**src/rtl/tlc_pkg.sv**
```systemverilog
// Purpose: shared lamp codes, monitor state encodings and fault cause codes.
// Latency: n/a (constants and one pure helper function).
// Backpressure: n/a.
package tlc_pkg;

    // Lamp codes as driven by the controller onto each road's lamp bus.
    localparam logic [1:0] GREEN    = 2'b00;
    localparam logic [1:0] YELLOW   = 2'b01;
    localparam logic [1:0] RED      = 2'b10;
    localparam logic [1:0] LAMP_BAD = 2'b11;

    // Monitor states, exported unchanged on the debug header.
    typedef enum logic [2:0] {
        M_INIT  = 3'd0,
        M_HWY   = 3'd1,
        M_CLR_F = 3'd2,
        M_FARM  = 3'd3,
        M_CLR_H = 3'd4,
        M_FAULT = 3'd5
    } mon_state_e;

    // Fault causes; lower non-zero value wins when several fire together.
    localparam logic [2:0] F_NONE     = 3'd0;
    localparam logic [2:0] F_ILLEGAL  = 3'd1;
    localparam logic [2:0] F_CONFLICT = 3'd2;
    localparam logic [2:0] F_TRANS    = 3'd3;
    localparam logic [2:0] F_GREEN    = 3'd4;
    localparam logic [2:0] F_YELLOW   = 3'd5;
    localparam logic [2:0] F_ALLRED   = 3'd6;

    // A lamp may only step G->Y->R->G; these three moves skip or reverse it.
    function automatic logic lamp_bad_step(input logic [1:0] from, input logic [1:0] to);
        return ((from == GREEN)  && (to == RED))    ||
               ((from == YELLOW) && (to == GREEN))  ||
               ((from == RED)    && (to == YELLOW));
    endfunction

endpackage

```
**src/rtl/tlc_dwell_counter.sv**
```systemverilog
// Purpose: counts how many cycles the sampled lamp pair has been stable.
// Latency: load takes effect on the next edge; saturates at all-ones, never wraps.
// Backpressure: none; free-running.
module tlc_dwell_counter #(
    parameter int unsigned CNT_W = 31
) (
    input  logic             clk_i,
    input  logic             rst_ni,
    input  logic             load_i,
    output logic [CNT_W-1:0] cnt_o
);

    logic [CNT_W-1:0] cnt_q;
    logic [CNT_W-1:0] cnt_d;

    // Restart at 1 on a lamp change, otherwise count up and stick at the top.
    always_comb begin
        cnt_d = cnt_q;
        if (load_i) begin
            cnt_d = CNT_W'(1);
        end else if (!(&cnt_q)) begin
            cnt_d = cnt_q + CNT_W'(1);
        end
    end

    // Counter register.
    always_ff @(posedge clk_i or negedge rst_ni) begin
        if (!rst_ni) begin
            cnt_q <= '0;
        end else begin
            cnt_q <= cnt_d;
        end
    end

    assign cnt_o = cnt_q;

endmodule

```
**src/rtl/tlc_signal_monitor.sv**
```systemverilog
// Purpose: watches both lamp buses and latches the first conflict/order/timing fault.
// Latency: Fault/FaultCode/CycleDone appear 2 edges after the lamp change.
// Backpressure: none; observes only. FaultClr is ignored while a level fault persists.
module tlc_signal_monitor
    import tlc_pkg::*;
#(
    parameter int unsigned CNT_W         = 31,
    parameter int unsigned MIN_GREEN_CYC = 150000000,
    parameter int unsigned YELLOW_CYC    = 150000000,
    parameter int unsigned ALLRED_CYC    = 50000000,
    parameter int unsigned TOL_CYC       = 2
) (
    input  logic       Clk,
    input  logic       Rst,
    input  logic [1:0] highwaySignal,
    input  logic [1:0] farmSignal,
    input  logic       FaultClr,
    output logic       Fault,
    output logic [2:0] FaultCode,
    output logic       CycleDone,
    output logic [2:0] MonState
);

    localparam logic [CNT_W-1:0] MIN_GREEN = CNT_W'(MIN_GREEN_CYC);
    localparam logic [CNT_W-1:0] YEL_LO    = CNT_W'(YELLOW_CYC - TOL_CYC);
    localparam logic [CNT_W-1:0] YEL_HI    = CNT_W'(YELLOW_CYC + TOL_CYC);
    localparam logic [CNT_W-1:0] ALLRED_LO = CNT_W'(ALLRED_CYC - TOL_CYC);

    logic [3:0]       samp_q;
    logic [3:0]       prev_q;
    logic [1:0]       hwy_s, farm_s, hwy_p, farm_p;
    logic             change;
    logic [CNT_W-1:0] dwell;

    mon_state_e       state_q;
    logic             fault_q;
    logic [2:0]       code_q;
    logic             cycle_done_q;

    logic             illegal, conflict, hwy_go, farm_go, timed;
    logic             bad_order, to_yellow, to_red;
    logic [2:0]       code_d;

    // Register the lamp pair once and keep the previous sample for edge detection.
    always_ff @(posedge Clk or negedge Rst) begin
        if (!Rst) begin
            samp_q <= {RED, RED};
            prev_q <= {RED, RED};
        end else begin
            samp_q <= {highwaySignal, farmSignal};
            prev_q <= samp_q;
        end
    end

    assign hwy_s  = samp_q[3:2];
    assign farm_s = samp_q[1:0];
    assign hwy_p  = prev_q[3:2];
    assign farm_p = prev_q[1:0];
    assign change = (samp_q != prev_q);

    // At a change event the counter still holds the duration of the old lamp pair.
    tlc_dwell_counter #(
        .CNT_W (CNT_W)
    ) u_dwell (
        .clk_i  (Clk),
        .rst_ni (Rst),
        .load_i (change),
        .cnt_o  (dwell)
    );

    // Evaluate every check on the sampled pair and pick the highest-priority cause.
    always_comb begin
        illegal  = (hwy_s == LAMP_BAD) || (farm_s == LAMP_BAD);
        conflict = (hwy_s != RED) && (farm_s != RED);
        hwy_go   = (hwy_p == RED) && (hwy_s == GREEN);
        farm_go  = (farm_p == RED) && (farm_s == GREEN);
        // Timing is only meaningful once a phase has been locked onto.
        timed    = state_q inside {M_HWY, M_CLR_F, M_FARM, M_CLR_H};

        // A road may go green only out of its own clearance (or as the first green).
        bad_order = lamp_bad_step(hwy_p, hwy_s) || lamp_bad_step(farm_p, farm_s) ||
                    (hwy_go  && !(state_q inside {M_CLR_H, M_INIT})) ||
                    (farm_go && !(state_q inside {M_CLR_F, M_INIT}));
        to_yellow = ((hwy_p == GREEN)  && (hwy_s == YELLOW)) ||
                    ((farm_p == GREEN) && (farm_s == YELLOW));
        to_red    = ((hwy_p == YELLOW)  && (hwy_s == RED)) ||
                    ((farm_p == YELLOW) && (farm_s == RED));

        code_d = F_NONE;
        if (illegal) begin
            code_d = F_ILLEGAL;
        end else if (conflict) begin
            code_d = F_CONFLICT;
        end else if (bad_order) begin
            code_d = F_TRANS;
        end else if (timed && to_yellow && (dwell < MIN_GREEN)) begin
            code_d = F_GREEN;
        end else if (timed && to_red && ((dwell < YEL_LO) || (dwell > YEL_HI))) begin
            code_d = F_YELLOW;
        end else if (timed && (hwy_go || farm_go) && (dwell < ALLRED_LO)) begin
            code_d = F_ALLRED;
        end
    end

    // Phase tracker with sticky fault latch and cycle-complete pulse.
    always_ff @(posedge Clk or negedge Rst) begin
        if (!Rst) begin
            state_q      <= M_INIT;
            fault_q      <= 1'b0;
            code_q       <= F_NONE;
            cycle_done_q <= 1'b0;
        end else begin
            cycle_done_q <= 1'b0;
            if (state_q == M_FAULT) begin
                // Only release once the lamps themselves look sane again.
                if (FaultClr && !illegal && !conflict) begin
                    state_q <= M_INIT;
                    fault_q <= 1'b0;
                    code_q  <= F_NONE;
                end
            end else if (code_d != F_NONE) begin
                state_q <= M_FAULT;
                fault_q <= 1'b1;
                code_q  <= code_d;
            end else begin
                case (state_q)
                    M_INIT: begin
                        if (hwy_s == GREEN) begin
                            state_q <= M_HWY;
                        end else if (farm_s == GREEN) begin
                            state_q <= M_FARM;
                        end
                    end
                    M_HWY: begin
                        if ((hwy_p == YELLOW) && (hwy_s == RED)) begin
                            state_q <= M_CLR_F;
                        end
                    end
                    M_CLR_F: begin
                        if (farm_go) begin
                            state_q <= M_FARM;
                        end
                    end
                    M_FARM: begin
                        if ((farm_p == YELLOW) && (farm_s == RED)) begin
                            state_q <= M_CLR_H;
                        end
                    end
                    M_CLR_H: begin
                        if (hwy_go) begin
                            state_q      <= M_HWY;
                            cycle_done_q <= 1'b1;
                        end
                    end
                    default: begin
                        state_q <= M_INIT;
                    end
                endcase
            end
        end
    end

    assign Fault     = fault_q;
    assign FaultCode = code_q;
    assign CycleDone = cycle_done_q;
    assign MonState  = state_q;

endmodule

```
**config.mk**
```make
export PLATFORM = sky130hd
export DESIGN_NAME = tlc_signal_monitor
export DESIGN_NICKNAME = d
export VERILOG_FILES = /design/src/rtl/tlc_pkg.sv /design/src/rtl/tlc_dwell_counter.sv /design/src/rtl/tlc_signal_monitor.sv
export SDC_FILE = /design/constraint.sdc
export NUM_CORES = 1
export LEC_CHECK = 0
export ABC_AREA = 1
export CORE_MARGIN = 4
export CORE_UTILIZATION = 60
export DETAILED_ROUTE_END_ITERATION = 10
export MAX_ROUTING_LAYER = met4
export PLACE_DENSITY = 0.79
export SYNTH_ARGS = -nofsm -noshare
export SYNTH_HDL_FRONTEND = slang
export SYNTH_HIERARCHICAL = 1
export SYNTH_SLANG_ARGS = --single-unit
export TNS_END_PERCENT = 20
```
**constraint.sdc**
```tcl
create_clock -name Clk -period 3.08 [get_ports Clk]
set_clock_uncertainty 0.1 [all_clocks]
set_input_delay 0.924 -clock Clk [delete_from_list [all_inputs] [get_ports Clk]]
set_output_delay 0.924 -clock Clk [all_outputs]
set_load 0.02 [all_outputs]
```
Word-level counts from Yosys, hierarchy flattened --
Cells that the tools add are included.
Storage, ports and cells: output and inout port bits 8, register bits 47, word-level logic and storage cells 116, bits of input ports 7
Operators by class: equality and inequality tests 25, magnitude comparators 4, multiplexer cells 27, $add $sub $neg 1, reduce and logical (&&, ||, !) cells 52
Operator list (number):
- 31-bit by 28-bit less-than comparator with 1-bit output (second input constant) | 2
- 31-bit two-way mux | 2
- 3-bit two-way mux | 17
- 31-bit by 1-bit adder with 31-bit output (second input constant) | 1
- 31-bit by 28-bit > comparator with 1-bit output (second input constant) | 1
- 31-bit by 26-bit less-than comparator with 1-bit output (second input constant) | 1
- 31-bit AND reduction | 1
- 1-bit logical AND | 23
- 3-bit case mux with 5 select lines | 1
- 2-bit equality test (second input constant) | 6
- 1-bit logical OR | 12
- 2-bit by 1-bit equality test with 1-bit output (second input constant) | 4
- 2-bit logical NOT | 4
- 4-bit by 1-bit != test with 1-bit output (second input constant) | 2
- 4-bit by 2-bit != test with 1-bit output (second input constant) | 2
- 1-bit two-way mux | 7
- 3-bit by 2-bit equality test with 1-bit output (second input constant) | 2
- 3-bit equality test (second input constant) | 2
- 2-bit != test (second input constant) | 3
- 6-bit AND reduction | 1
- 2-bit nonzero test | 3
- 5-bit by 1-bit != test with 1-bit output (second input constant) | 1
- 1-bit logical NOT | 4
- 4-bit != test | 1
- other kinds (6) | 6

Longest topological paths before layout --
Gate-level depths: netlist of run 1.
depth after elaboration 14, gate-level depth with buffers 16, mapped depth without buffers 16

By module --
The synthesis of run 1 kept the hierarchy.
By module, submodules not included:
- tlc_dwell_counter | seq. area each 775.7 um2, cells an instance 309, area each 2033.2 um2, times used 1
- tlc_signal_monitor | seq. area each 405.4 um2, cells an instance 234, area each 1410.1 um2, times used 1

Worst setup path after synthesis of run 1 --
OpenSTA, ideal clock, no wires.
path type reg2reg, start register state_q[1], in the netlist MonState[1], end register state_q[0], in the netlist MonState[0], data arrival time 1711 ps, stages on the path, launching flop included 15, setup slack 1151 ps, period minus slack after synthesis 1929 ps, buffers on the path 0, data required time 2862 ps, setup time 118 ps, cells stage by stage dfrtp_1 -> inv_1 -> nand3_2 -> nand2_2 -> nand2_2 -> nor2_2 -> nand3_2 -> nand2_1 -> nand2_2 -> a21oi_2 -> nand2_1 -> nand2_1 -> nand2_1 -> nand3_1 -> nand2_1
Between the ends: word-level cells in the longest chain between the ends 13, elaborated cells between the ends (all ways) 38, those cells by class eq/ne: 11; mux: 9; reduce/logical: 18
Ends and longest elaborated chain:
- start, declared | line tlc_signal_monitor.sv:35 | mon_state_e state_q;
- start signal, assigned | line tlc_signal_monitor.sv:108 | state_q <= M_INIT;
- start signal, assigned | line tlc_signal_monitor.sv:117 | state_q <= M_INIT;
- start signal, assigned | line tlc_signal_monitor.sv:122 | state_q <= M_FAULT;
- 3-bit by 1-bit equality test with 1-bit output (tied with other cells) | line tlc_signal_monitor.sv:78, tlc_signal_monitor.sv:126
- 4-bit nonzero test | line tlc_signal_monitor.sv:78 | timed = state_q inside {M_HWY, M_CLR_F, M_FARM, M_CLR_H};
- 1-bit logical AND (2 in series) | line tlc_signal_monitor.sv:100 | end else if (timed && (hwy_go || farm_go) && (dwell < ALLRED_LO)) begin
- 3-bit two-way mux | line tlc_signal_monitor.sv:100
- 3-bit two-way mux | line tlc_signal_monitor.sv:98 | end else if (timed && to_red && ((dwell < YEL_LO) || (dwell > YEL_HI))) begin
- 3-bit two-way mux | line tlc_signal_monitor.sv:96 | end else if (timed && to_yellow && (dwell < MIN_GREEN)) begin
- 3-bit two-way mux | line tlc_signal_monitor.sv:94 | end else if (bad_order) begin
- 3-bit two-way mux | line tlc_signal_monitor.sv:92 | end else if (conflict) begin
- 3-bit two-way mux | line tlc_signal_monitor.sv:90 | if (illegal) begin
- 3-bit nonzero test | line tlc_signal_monitor.sv:121 | end else if (code_d != F_NONE) begin
- 5-bit by 1-bit != test with 1-bit output (no line) (tied with other cells)
- 6-bit AND reduction (no line) or 3-bit two-way mux (tied branches)
Parallel ways exist; a longest one is shown, timed or not. A chain may end at the register's enable or synchronous reset.

Worst setup path after layout of run 1 --
start register state_q[2], in the netlist MonState[2], end output MonState[2]
RTL lines:
- end, declared | line tlc_signal_monitor.sv:21 | output logic [2:0] MonState
No word-level cell between the ends.

==> metrics.txt, run 1 <==
status finished clean; Cell Area, Synth 0.00344 mm²; num ports 15; Yosys top cell area share 31.3%; worst hold path type flop to flop; Hold Path Depth 0; Die X 83.8 µm; CTS root buf clkbuf_8; max-slew violations 0; DR iter-0 viols 323; largest net degree at the start of global routing 31; area leader, netlist dfrtp_1; mux contribution to synthesized area 0%; Comb pwr share 31.5%; clock-pin slew on the worst setup and hold paths 90 ps; vias after detailed routing 3,451; Die Span Y 83.8 µm; number of clock sinks 47; core area 0.00554 mm²; Worst Path Required 2060 ps; met3 Track Usage GR 4.34%; Max IR drop VDD 0.317 mV; max frequency 404 MHz; Initial Util 62.1%; top-count cell post-synth nand2_1; die area 0.00701 mm²; drt via density 5.44; global-route wire length before repair 14.7 mm; dominant synthesized flop cell dfrtp_1; GR Util met2 40.7%; routability congestion estimate from global placement 0.958; IO Port Bufs 14; DR WL/cell 13.3 µm; sequential share of power 41.7%; top post-synthesis cells by area dfrtp_1, nand2_1, nand3_1, nor2_1, inv_1; kind of cell adding the most delay to the critical path buffers and inverters; Crit-path slowest cell clkdlybuf4s50_1; Worst Path Max Fanout 8; worst flop-to-flop path endpoint MonState[1]; hold path startpoint samp_q[3]; Distinct cells, synth 32; Hold Vio Cnt, Final 0; worst skew pair latency 310 ps; ratio of total power to cell area 469 mW/mm²; final wirelength 8.45 mm; nets 570; synthesized net count 552; TNS Setup 0 ps; Max Cap Viol 0; Sw Share 35.7%; Syn Area/Cell 6.34 µm²; Sw Pwr 0.630 mW; DRT Pass-1 Iters 5; Slew headroom 68.4%; CTS tree done; xor/xnor cell area share of the yosys netlist 0.254%; most congested layer reported by global routing met2; cell internal pwr 1.14 mW; GR met1 Demand/Resource 36.7%; Worst Reg-to-Reg Cells 11; post_cts resized 0; sequential area share after synthesis 34.3%; Buf/Inv on CP 1; Crit Path Class flop to output port; remaining antenna violation count 0; leakage 1.86 nW; Worst setup EP type output port; Tcrit/Tclk final 80.3%; #FFs+latches synth 47; Util after Layout 67.9%; reg2reg setup slack 780 ps; final setup fails 0; CP arrival 1450 ps; yosys synthesis warning count 6; Syn-to-layout area delta 9.30%; layout cells sized above 1 11.4%; Rows 27; Fillers 513; initial antenna violation count 0; Max clock buf depth 2; Clock Power Share 26.8%; CTS hold repair buffers 0; R2R Path Start samp_q[2]; grt ovf 0; postcts setup bufs 0; Worst-Margin Slew 473 ps; RSZ-0062 raised after global routing false; largest family of logic cells by synthesized area simple AND/OR/NAND/NOR gates; top post-synthesis cells by count nand2_1, nor2_1, nand3_1; HPWL reported at the end of detailed placement 6.53 mm; Mapped Cells 543; asr flop ratio synth 100%; Ant. Diodes 0; Worst Hold End prev_q[3]; post-synthesis compound-gate area fraction 4.22%; worst path cell trace clkdlybuf4s50_1; EDFF count, synth 0; DRC viols 0; number of global-route vias before repair 3,150; CTS buffer count 5; critical path startpoint category flop; H-Tree Depth 2; Post-Synth Adder-Cell Area 0.727%; Post-Synth Simple-Gate Area 52.2%; biggest cell delay along the critical path 650 ps; minimum clock period 2470 ps; GR Util All Layers 26.3%
stage by stage:
step                      cells  worst slack, ps  total power [mW]  cell area (µm²)  hold slack, ps
after floorplan             543             1150              1.10             3440             286
after detailed placement    626              878              1.30             3650             299
after global routing        634              531              1.89             3760             326
final                       634              607              1.77             3760             311
after global placement      626              916              1.29             3650             291
after CTS                   634              607              1.77             3760             312
placed cells by master, fill, tap and decap left out, types with 2 or more instances in the layout:
cell type | Yosys | layout
dfstp_2 | 4 | 4
o21ai_1 | 5 | 5
inv_2 | 7 | 7
or2_1 | 3 | 3
a21oi_1 | 5 | 5
clkdlybuf4s50_1 | 0 | 13
nor2_4 | 4 | 4
clkbuf_8 | 0 | 6
inv_1 | 57 | 57
o21ai_0 | 3 | 3
nor2_1 | 81 | 81
dfrtp_1 | 43 | 43
ha_1 | 2 | 2
o21ai_2 | 2 | 2
nand2_4 | 2 | 2
nand3_2 | 5 | 5
or2_2 | 9 | 9
nand3b_1 | 2 | 2
nor4_1 | 2 | 2
nand2_2 | 5 | 5
nor2_2 | 9 | 9
nand4_1 | 8 | 8
nand3_1 | 64 | 64
buf_4 | 0 | 3
a21oi_2 | 3 | 3
o31ai_1 | 3 | 3
nor3_1 | 10 | 10
nand2_1 | 194 | 194
worst max-delay path by stage:
stage	from	end	cells after the start
CTS	MonState[2]	MonState[2]	1
global placement	FaultClr	MonState[0]	7
floorplan	MonState[1]	MonState[0]	14
global route	MonState[2]	MonState[2]	1
finish	MonState[2]	MonState[2]	1
detailed placement	FaultClr	MonState[1]	7
registers in the layout (all words and copies together) (netlist names):
signal and count:
prev_q 4, CycleDone 1, FaultCode 3, MonState 3, u_dwell/cnt_o 31, Fault 1, samp_q 4
worst register-to-register path, cell delays in order (launching register included):
cell	delay [ps]
dfrtp_1	420
nor2_1	250
nand3_2	200
nand2_1	100
nand3_1	100
a21oi_1	210
nand3_1	130
a21oi_2	180
nor2_2	90
a21oi_1	270
nand3_1	110
nand2_1	80
logic make-up after synthesis:
logic type / Yosys count
adder cells (fa/ha/maj): 2
buffers and inverters: 70
AND/OR/NAND/NOR: 400
XOR/XNOR: 1
flip-flops: 47
AO/OA/AOI/OAI: 23
routing by layer:
metal	vias to the layer above	wire, µm
met4	0	60
li1	1741	-
met5	-	0
met3	8	649
met1	1575	3930
met2	127	3810
power by group through the flow:
stage               sequential [mW]  clock [mW]  combinational [mW]
global route                  0.748       0.519               0.624
global placement              0.742           0               0.545
CTS                           0.737       0.483               0.553
detailed placement            0.749           0               0.550
finish                        0.737       0.474               0.556
floorplan                     0.788           0               0.315
cell type report:
type / count / area [µm²] / share of cell area, %
repair buffers: 17 / 158 / 4.19
multi-input cells: 426 / 1980 / 52.5
clock inverters: 2 / 35.0 / 0.931
flip-flops and latches: 47 / 1180 / 31.4
clock buffers: 6 / 82.6 / 2.19
inverters: 64 / 240 / 6.38
well taps: 72 / 90.1 / 2.39
(Power assumes the default switching activity.)
==> inputs of run 2 (changes only) <==
clock period = 2.56 ns   (was 3.08 ns; I/O delays follow)
==> run 2 against run 1 <==
  * Core utilization increased by 0.14 points
  * Combinational power increased by 19%
  * Hold slack got worse by 0.71 ps
  * Final area increased by 0.20%
  * Register-to-register slack got worse by 410 ps
  * Sequential power increased by 21%
  * Flip-flop and latch count unchanged
  * Power increased by 20%
  * Routed wire length decreased by 1.5%
  * Count of clock-buffer cells in the layout unchanged
  * Largest power group unchanged
==> metrics.txt, run 2 (same netlist as run 1, synthesis figures left out) <==
status finished clean; die area 0.00701 mm² (unchanged); Worst-Margin Slew 571 ps (+97.4 ps); IO Port Bufs 14 (unchanged); Fillers 525 (+2.3%); RSZ-0062 raised after global routing false; num ports 15 (unchanged); max-slew violations 0 (unchanged); post_cts resized 0 (unchanged); number of global-route vias before repair 3,156 (+0.19%); Critical Path Stages 1 (unchanged); Rows 27 (unchanged); final wirelength 8.32 mm (-1.5%); CTS tree done; core area 0.00554 mm² (unchanged); worst setup path startpoint MonState[2]; DR WL/cell 13.1 µm (-1.6%); grt ovf 0 (unchanged); Worst Reg-to-Reg Cells 15 (+4); CP Capture Point MonState[2]; Inst Count DP 627 (+0.16%); Initial Util 62.1% (unchanged); Clock Power Share 26.6% (-0.2 points); initial antenna violation count 0 (unchanged); Sw Pwr 0.748 mW (+19%); layout cells sized above 1 11.5% (+0.16 points); Max clock buf depth 2 (unchanged); Syn-to-layout area delta 9.52%; Worst Path Required 1690 ps (-370 ps); CP arrival 1490 ps (+40 ps); Buf/Inv on CP 1 (unchanged); Slew headroom 62.0% (-6.5 points); DR iter-0 viols 298 (-7.7%); HPWL reported at the end of detailed placement 6.55 mm (+0.32%); biggest cell delay along the critical path 670 ps (+20 ps); Die X 83.8 µm (unchanged); Max IR drop VDD 0.448 mV (+41%); worst path cell trace clkdlybuf4s50_1; CTS buffer count 5 (unchanged); minimum clock period 2360 ps; largest net degree at the start of global routing 48 (+55%); remaining antenna violation count 0 (unchanged); DRT Pass-1 Iters 5 (unchanged); most common cell after layout, fill and taps aside nand2_1; sequential share of power 42.3% (+0.6 points); Comb pwr share 31.2% (-0.3 points); Worst setup EP type output port; global-route wire length before repair 14.4 mm (-2.1%); worst hold path type flop to flop; fin cells 635 (+0.16%); postcts setup bufs 0 (unchanged); Die Span Y 83.8 µm (unchanged); worst flop-to-flop path endpoint MonState[0]; DRC viols 0 (unchanged); Hold Vio Cnt, Final 0 (unchanged); Worst Path Max Fanout 8 (unchanged); max frequency 424 MHz; R2R Path Start u_dwell/cnt_o[12]; Ant. Diodes 0 (unchanged); most frequent cells in the layout nand2_1, nor2_1, nand3_1, inv_1, dfrtp_1; number of clock sinks 47 (unchanged); worst skew pair latency 300 ps (about the same); CTS root buf clkbuf_8; critical path startpoint category flop; drt via density 5.42 (-0.48%); routability congestion estimate from global placement 0.951 (-0.76%); Sw Share 35.4% (-0.32 points); Crit-path slowest cell clkdlybuf4s50_1; cell internal pwr 1.37 mW (+20%); Max Cap Viol 0 (unchanged); kind of cell adding the most delay to the critical path buffers and inverters; ratio of total power to cell area 561 mW/mm² (+19%); reg2reg setup slack 370 ps (-410 ps); GR Util All Layers 25.5% (-0.81 points); TNS Setup 0 ps (unchanged); H-Tree Depth 2 (unchanged); vias after detailed routing 3,440 (-0.32%); final setup fails 0 (unchanged); Tcrit/Tclk final 92.1%; Crit Path Class flop to output port; max FFs per register 31 (unchanged); post-place setup slack 373 ps (-506 ps); clock-pin slew on the worst setup and hold paths 80 ps (about the same); leakage 1.87 nW (+0.32%); CTS hold repair buffers 0 (unchanged); setup ws final 203 ps (-404 ps); nets 571 (+0.18%)
==> run 2: worst min-delay path by stage <==
| stage | startpoint | endpoint | slack, ps | depth (start not counted) |
|---|---|---|---|---|
| 2_1_floorplan | samp_q[3] | prev_q[3] | 290 | 0 |
| 3_3_place_gp | samp_q[3] | prev_q[3] | 290 | 0 |
| 3_5_place_dp | samp_q[3] | prev_q[3] | 300 | 0 |
| 4_1_cts | samp_q[3] | prev_q[3] | 310 | 0 |
| 5_1_grt | samp_q[3] | prev_q[3] | 320 | 0 |
| 6_report | samp_q[3] | prev_q[3] | 310 | 0 |
==> run 2: metrics by stage <==
stage               total power [mW]  area, µm²  util [%]  hold WS (ps)
floorplan                       1.33       3440         -           286
global placement                1.55       3650      65.9           293
detailed placement              1.56       3650      65.9           298
CTS                             2.13       3770      68.1           310
global route                    2.25       3770      68.1           323
finish                          2.11       3770      68.1           311
==> run 2: per-layer routing <==
layer,track usage (%),vias to the layer above,wire length [µm]
met1,36.5,1578,4060
met5,-,-,0
met3,4.15,12,530
met4,7.31,0,103
li1,-,1739,-
met2,37.4,111,3640
==> run 2: power by group through the flow <==
stage / combinational, mW / clock, mW / sequential, mW
6_report: 0.659 / 0.562 / 0.894
5_1_grt: 0.737 / 0.609 / 0.905
4_1_cts: 0.660 / 0.579 / 0.892
3_5_place_dp: 0.658 / 0 / 0.907
3_3_place_gp: 0.647 / 0 / 0.899
2_1_floorplan: 0.379 / 0 / 0.948
==> run 2: final cells by class <==
class | instances | area (µm²) | area share [%]
clock buffer | 6 | 82.6 | 2.19
tap | 72 | 90.1 | 2.39
sequential | 47 | 1180 | 31.3
clock inverter | 2 | 35.0 | 0.929
inverter | 64 | 240 | 6.37
timing repair buffer | 18 | 165 | 4.38
multi-input combinational | 426 | 1980 | 52.4
==> inputs of run 3 (changes only) <==
ABC_CLOCK_PERIOD_IN_PS = 2560   (was unset)
CELL_PAD_IN_SITES_DETAIL_PLACEMENT = 1   (was unset)
CELL_PAD_IN_SITES_GLOBAL_PLACEMENT = 1   (was unset)
CORE_UTILIZATION = 43   (was 60)
PLACE_DENSITY = unset   (was 0.79)
PLACE_DENSITY_LB_ADDON = 0.1   (was unset)
==> run 3 against run 2 <==
  * Die area grew 35%
  * Hold slack gained 2.1 ps
  * Routed wire length grew 20%
==> metrics.txt, run 3 (same netlist as run 1, synthesis figures left out) <==
Worst Path Max Fanout 8 (unchanged); GR Util All Layers 22.8% (-2.7 points); H-Tree Depth 2 (unchanged); RSZ-0062 raised after global routing false; layout cells sized above 1 11.7% (+0.16 points); Crit-path slowest cell clkdlybuf4s50_1; post_cts resized 0 (unchanged); CP arrival 1490 ps (about the same); Crit Path Class flop to output port; post-route total power 2.14 mW (+1.3%); vias after detailed routing 3,449 (+0.26%); worst hold path type flop to flop; final setup fails 0 (unchanged); remaining antenna violation count 0 (unchanged); Worst-Margin Slew 526 ps (-44.8 ps); routability congestion estimate from global placement 0.916 (-3.7%); DRT Pass-1 Iters 4 (-1); status finished clean; Fillers 1,083 (+110%); final wirelength 10.0 mm (+20%); number of clock sinks 47 (unchanged); Ant. Diodes 0 (unchanged); Tcrit/Tclk final 92.0% (about the same); initial antenna violation count 0 (unchanged); DR iter-0 viols 168 (-44%); postcts setup bufs 0 (unchanged); Util after Layout 49.3% (-19 points); ratio of total power to cell area 559 mW/mm² (-0.27%); critical path startpoint category flop; Syn-to-layout area delta 11.2%; number of global-route vias before repair 3,608 (+14%); max FFs per register 31 (unchanged); core area 0.00777 mm² (+40%); Buf/Inv on CP 1 (unchanged); Slew headroom 64.9% (+3.0 points); Die Span Y 97.5 µm (+16%); biggest cell delay along the critical path 670 ps (about the same); clock-pin slew on the worst setup and hold paths 90 ps (about the same); worst path cell trace clkdlybuf4s50_1; global-route wire length before repair 17.4 mm (+21%); DRC viols 0 (unchanged); CTS root buf clkbuf_8; die area 0.00950 mm² (+35%); CTS tree done; TNS Setup 0 ps (unchanged); Max Cap Viol 0 (unchanged); CTS buffer count 5 (unchanged); DR WL/cell 15.0 µm (+15%); max frequency 424 MHz (about the same); Worst setup EP type output port; minimum clock period 2360 ps (-1.04 ps); HPWL reported at the end of detailed placement 8.04 mm (+23%); largest net degree at the start of global routing 31 (-35%); Max clock buf depth 2 (unchanged); Hold Vio Cnt, Final 0 (unchanged); kind of cell adding the most delay to the critical path buffers and inverters; Rows 32 (+19%); most frequent cells in the layout nand2_1, nor2_1, nand3_1, inv_1, dfrtp_1; max-slew violations 0 (unchanged); CTS hold repair buffers 0 (unchanged); drt via density 5.18 (-4.4%); grt ovf 0 (unchanged); Worst Path Required 1690 ps (about the same); Die X 97.5 µm (+16%); nets 572 (+0.18%); Initial Util 44.3% (-18 points); worst skew pair latency 300 ps (about the same); placed inst area 0.00371 mm² (+1.6%); IO Port Bufs 14 (unchanged); post-route cell area 0.00383 mm² (+1.5%); most common cell after layout, fill and taps aside nand2_1; leakage 1.88 nW (+0.54%); Max IR drop VDD 0.226 mV (-50%); num ports 15 (unchanged)
[run 3: cell types whose count changed in the layout (fill, tap and decap cells not counted), sizes merged]
cell / before / now
buf: 5 / 6
[run 3: area by class of cell]
class	instances	area (µm²)	share of cell area, %
Clock buffer	6	82.6	2.16
Inverter	64	240	6.27
Multi-Input combinational cell	426	1980	51.6
Sequential cell	47	1180	30.8
Clock inverter	2	35.0	0.915
Timing Repair Buffer	19	185	4.84
Tap cell	102	128	3.33
[run 3: path summary, 6_finish.rpt]
check | startpoint | end | slack, ps | depth (start not counted)
hold / removal | samp_q[3] | prev_q[3] | 310 | 0
hold reg to reg | samp_q[3] | prev_q[3] | 310 | 0
min in group asynchronous | Rst | u_dwell/cnt_o[7] | 330 | 1
setup / recovery | MonState[2] | MonState[2] | 200 | 1
max in group asynchronous | Rst | prev_q[3] | 1410 | 2
setup reg to reg | u_dwell/cnt_o[6] | MonState[0] | 290 | 13
[run 3: stage by stage]
step                      hold WS, ps  setup WS (ps)  std cells
after global routing              321           35.0        666
after detailed placement          301            264        658
final                             313            204        666
after global placement            295            317        658
after CTS                         313            195        666
after floorplan                   286            631        543
[run 3: power breakdown]
group	switching (mW)	internal, mW
Clock	0.260	0.316
Sequential	0.0863	0.805
Combinational	0.425	0.248
[run 3: routing by layer]
metal / share of wire (%) / GRT usage, % / up-vias
met3: 2.4 / 2.73 / 10
li1: - / - / 1745
met4: 0.96 / 4.47 / 0
met5: 0 / - / -
met2: 46 / 35.8 / 34
met1: 50 / 32.0 / 1660
